===== src/rtl/adder_arbiter_pkg.sv =====
// adder_arbiter_pkg: shared definitions for the two-requester adder arbiter.
//   ADD_W     - operand / sum width of the shared adder
//   TAG_REQ0  - result tag for requester 0
//   TAG_REQ1  - result tag for requester 1
//   res_t     - one buffered result (tag, carry, sum)
package adder_arbiter_pkg;

  localparam int   ADD_W    = 6;
  localparam logic TAG_REQ0 = 1'b0;
  localparam logic TAG_REQ1 = 1'b1;

  typedef struct packed {
    logic             tag;
    logic             carry;
    logic [ADD_W-1:0] sum;
  } res_t;

endpackage


===== src/rtl/six_bit_adder.sv =====
// six_bit_adder: plain 6-bit ripple-carry adder.
//   x, y  : operands
//   cin   : carry in
//   sum   : (x+y+cin)[5:0]
//   cout  : (x+y+cin)[6]
module six_bit_adder (
  input  logic [5:0] x,
  input  logic [5:0] y,
  input  logic       cin,
  output logic [5:0] sum,
  output logic       cout
);

  logic [6:0] c;

  assign c[0] = cin;

  for (genvar i = 0; i < 6; i++) begin : g_fa
    assign sum[i]   = x[i] ^ y[i] ^ c[i];
    assign c[i+1]   = (x[i] & y[i]) | (c[i] & (x[i] ^ y[i]));
  end

  assign cout = c[6];

endmodule


===== src/rtl/adder_arbiter.sv =====
// adder_arbiter: round-robin share of one six_bit_adder between two
// requesters, with a one-entry registered result buffer (valid/ready).
//   clk, reset          : clock, async active-high reset
//   req0/a0/b0, gnt0    : requester 0 handshake + operands
//   req1/a1/b1, gnt1    : requester 1 handshake + operands
//   res_valid/res_ready : result buffer handshake
//   res_sum/res_carry   : registered sum of the granted operands
//   res_tag             : which requester issued the buffered result
//   ops_count           : results accepted by the consumer (wraps)
module adder_arbiter
  import adder_arbiter_pkg::*;
#(
  parameter int CNT_W = 8
) (
  input  logic             clk,
  input  logic             reset,
  input  logic             req0,
  input  logic [ADD_W-1:0] a0,
  input  logic [ADD_W-1:0] b0,
  output logic             gnt0,
  input  logic             req1,
  input  logic [ADD_W-1:0] a1,
  input  logic [ADD_W-1:0] b1,
  output logic             gnt1,
  output logic             res_valid,
  input  logic             res_ready,
  output logic [ADD_W-1:0] res_sum,
  output logic             res_carry,
  output logic             res_tag,
  output logic [CNT_W-1:0] ops_count
);

  // Buffer state is just the valid flop: 0 = EMPTY, 1 = FULL.
  logic             res_valid_q, res_valid_d;
  res_t             res_q, res_d;
  logic             rr_ptr_q, rr_ptr_d;
  logic [CNT_W-1:0] ops_q, ops_d;

  logic             can_accept, gnt_any, gnt_idx, drain;
  logic [ADD_W-1:0] opx, opy, add_sum;
  logic             add_cout;

  // Pass-through: a new op may load in the same cycle the old one drains.
  assign can_accept = !res_valid_q || res_ready;
  assign drain      = res_valid_q && res_ready;

  // Grants are forced low during reset so nothing looks transferred.
  assign gnt0 = !reset && can_accept && req0 && (!req1 || (rr_ptr_q == TAG_REQ0));
  assign gnt1 = !reset && can_accept && req1 && (!req0 || (rr_ptr_q == TAG_REQ1));

  assign gnt_any = gnt0 || gnt1;
  assign gnt_idx = gnt1 ? TAG_REQ1 : TAG_REQ0;

  // Shared datapath operand mux.
  assign opx = gnt1 ? a1 : a0;
  assign opy = gnt1 ? b1 : b0;

  six_bit_adder u_add (
    .x    (opx),
    .y    (opy),
    .cin  (1'b0),
    .sum  (add_sum),
    .cout (add_cout)
  );

  // State register.
  always_ff @(posedge clk or posedge reset) begin
    if (reset) begin
      res_valid_q <= 1'b0;
      res_q       <= '0;
      rr_ptr_q    <= TAG_REQ0;
      ops_q       <= '0;
    end else begin
      res_valid_q <= res_valid_d;
      res_q       <= res_d;
      rr_ptr_q    <= rr_ptr_d;
      ops_q       <= ops_d;
    end
  end

  // Next-state logic.
  always_comb begin
    res_valid_d = res_valid_q;
    res_d       = res_q;
    rr_ptr_d    = rr_ptr_q;
    ops_d       = ops_q;
    if (gnt_any) begin
      res_valid_d = 1'b1;
      res_d.sum   = add_sum;
      res_d.carry = add_cout;
      res_d.tag   = gnt_idx;
      // Pointer only moves on a real grant, toward the other requester.
      rr_ptr_d    = ~gnt_idx;
    end else if (drain) begin
      res_valid_d = 1'b0;
    end
    if (drain) ops_d = ops_q + 1'b1;
  end

  // Outputs.
  always_comb begin
    res_valid = res_valid_q;
    res_sum   = res_q.sum;
    res_carry = res_q.carry;
    res_tag   = res_q.tag;
    ops_count = ops_q;
  end

endmodule


===== config.mk =====
export PLATFORM = sky130hd
export DESIGN_NAME = adder_arbiter
export DESIGN_NICKNAME = d
export VERILOG_FILES = /design/src/rtl/adder_arbiter_pkg.sv /design/src/rtl/six_bit_adder.sv /design/src/rtl/adder_arbiter.sv
export SDC_FILE = /design/constraint.sdc
export NUM_CORES = 1
export LEC_CHECK = 0
export ABC_AREA = 1
export CAP_MARGIN = 20
export CORE_ASPECT_RATIO = 0.6
export CORE_MARGIN = 4
export CORE_UTILIZATION = 42
export DETAILED_ROUTE_END_ITERATION = 8
export PLACE_DENSITY = 0.89
export SLEW_MARGIN = 20
export SYNTH_ARGS = -nofsm -noshare
export SYNTH_HDL_FRONTEND = slang
export SYNTH_SLANG_ARGS = --single-unit

===== constraint.sdc =====
create_clock -name clk -period 4.1 [get_ports clk]
set_input_delay 0.615 -clock clk [delete_from_list [all_inputs] [get_ports clk]]
set_output_delay 0.615 -clock clk [all_outputs]
set_load 0.01 [all_outputs]

==> results <==
power breakdown:
part           switching [mW]  leakage, nW  internal [mW]
clock network          0.0619       0.0288         0.0854
registers              0.0594        0.227          0.237
logic                   0.150        0.616          0.183
total                   0.271        0.871          0.505
placed cells by master (no fill, tap or decap), types with 2 or more instances in the layout:
| master | instances |
|---|---|
| clkbuf_8 | 4 |
| buf_4 | 2 |
| nand2_2 | 2 |
| o21ai_0 | 2 |
| nand3_1 | 10 |
| fa_1 | 5 |
| xnor2_1 | 2 |
| xor2_1 | 2 |
| ha_1 | 2 |
| inv_1 | 13 |
| clkdlybuf4s50_1 | 47 |
| nand3b_1 | 2 |
| inv_2 | 3 |
| dfrtp_1 | 18 |
| nand2_1 | 73 |
sequential cells by signal, summed over array words and instances, names as in the netlist:
signal,count
ops_count,8
res_carry,1
res_sum,6
res_tag,1
res_valid,1
rr_ptr_q,1
final cells by class:
| class | instances | area (um2) |
|---|---|---|
| fillers | 195 | 873 |
| multi-input cells | 107 | 593 |
| repair buffers | 49 | 485 |
| flip-flops and latches | 18 | 450 |
| inverters | 16 | 60.1 |
| clock buffers | 4 | 55.1 |
| well taps | 32 | 40.0 |
through the flow:
step	util [%]	cell area, um2	instances
2_1_floorplan	-	1150	145
3_3_place_gp	63.7	1630	222
3_5_place_dp	63.7	1630	222
4_1_cts	65.9	1680	226
5_1_grt	65.9	1680	226
6_report	65.9	1680	226
worst max-delay path, cell delays in order:
cell and delay [ns]:
clkdlybuf4s50_1 0.53, inv_2 0.07, a21oi_4 0.16, nand2_4 0.11, nand2_1 0.08, nand2_1 0.06, ha_1 0.21, fa_1 0.38
fa_1 0.38, fa_1 0.36, inv_1 0.07, fa_1 0.15, inv_1 0.05, fa_1 0.42, nand2_1 0.07, nand2_1 0.04
worst max-delay path by stage:
stage               from         end  slack [ns]  cells past startpoint
2_1_floorplan       req1  res_sum[5]        0.79                     16
3_3_place_gp   res_ready  res_sum[5]        0.28                     16
3_5_place_dp   res_ready  res_sum[5]        0.19                     16
4_1_cts        res_ready  res_sum[5]        0.45                     16
5_1_grt        res_ready  res_sum[5]        0.26                     16
6_report       res_ready  res_sum[5]        0.48                     16
synth_stat cells:
cell type	number	share of area, %
nand2_1	73	24
dfrtp_1	18	39
inv_1	13	4.2
nand3_1	10	4.4
fa_1	5	8.7
buf_6	4	3.9
inv_2	3	0.98
ha_1	2	2.2
nand2_2	2	1.1
nand3b_1	2	1.3
o21ai_0	2	0.87
xnor2_1	2	1.5
xor2_1	2	1.5
a21boi_2	1	0.98
a21oi_2	1	0.76
a21oi_4	1	1.4
nand2_4	1	0.98
nand4_1	1	0.55
nor2_2	1	0.55
nor2_4	1	0.98
logic make-up (layout without fill, tap and decap cells):
group                      after synthesis  after routing  synth area share, %
xor gates and xnor gates                 4              4                 3.05
adders and majority gates                7              7                 10.9
AOI/OAI and AO/OA                        5              5                 4.03
and+or+nand+nor                         91             91                 33.7
buffers and inverters                   20             69                 9.15
DFF                                     18             18                 39.2
routing by layer:
layer,up-vias,share of wire [%],GRT usage (%)
li1,534,-,-
met1,518,40,21.3
met2,55,50,29.5
met3,8,8.5,5.99
met4,0,1.5,2.91
met5,-,0,0
==> flow_summary.yaml <==
cts:
  cts-resized-gates: 0
  clockRootBuffer: "clkbuf_8"
  hold_buffers: 0
  htree_levels: 1
  clock_latency_ns: 0.26
  tritoncts: "done"
  cts_buffer_depth: 2
  postCtsSetupBuffers: 0
  numCtsBuffers: 3
  clk_pin_slew_worst_paths_ns: 0.07
  cts_sinks: 18
worst_hold_path:
  min_path_type: "flop to flop"
  hold_start: "res_tag"
  min_delay_path_depth: 2
  hold_path_end: "res_tag"
sta:
  hold_ws_ns: 0.497
  tightest_slew_ns: 0.709
  max_freq_ghz: 0.276
  setup_viol: 0
  rsz0062_at_grt: "no"
  post-route-period-util_pct: 88.3
  finClkSkew_ns: 0.00323
  finalHoldViolations: 0
  period_minus_slack_ns: 3.62
  setup_ws_ns: 0.480
  slew_headroom_pct: 52.7
  fin_setup_tns_ns: 0
  slew_violations: 0
place:
  dp_slack_ns: 0.195
  finalWeightedCongestion: 0.767
  portBuffers: 47
  dp_hpwl_um: 2420
setup_path:
  rr_worst_depth: 14
  rr_startpoint: "res_valid"
  worstPathMaxFanout: 10
  cp-end-kind: "flop"
  cp.required_ns: 4.25
  rrSetupSlack_ns: 0.92
  r2r-end: "res_sum[5]"
  cp-start-kind: "input port"
  crit_type: "input port to flop"
  worstPathArrival_ns: 3.77
yosys:
  ys_warn_count: 0
  syn_area_mm2: 0.00115
  syn-num-nets: 181
  seq_area_frac_synth_pct: 39.2
  syn_avg_cell_area_um2: 7.92
  synth.distinct_cells: 20
  ys_ff_latch: 18
  synthCells: 145
layout:
  nNetsFinal: 231
  antennaDiodeCount: 0
  layout-drive-gt1-share_pct: 8.76
  area_delta_synth_final_pct: 46.6
global_routing:
  grt_pass1_wl_um: 4910
  overflow: 0
  grt_max_degree: 20
  grt_use_total_pct: 17.3
  grt_pass1_vias: 1106
  antenna_found_initial: 0
job:
  drv_cap: 0
die:
  core-area_mm2: 0.00256
  rows: 14
  die_x_um: 75.5
  dieHeight_um: 48.5
  start_util_pct: 44.9
  num_io_pins: 48
  dieArea_mm2: 0.00366
status:
  status: "completed"
drt:
  drt_iter0_markers: 40
  drt-vias-per-instance: 4.93
  wl_per_cell_um: 13.7
  drt-pass1-iter-count: 5
  vias: 1115
  routed_wl_um: 3100
  drc: 0
  antenna_left: 0
power_and_ir_drop:
  leakage_nw: 0.871
  worst_ir_drop_vdd_v: 0.000182
  p_per_area_mw_per_mm2: 461
  power_mw: 0.777
(Power assumes the default switching activity.)
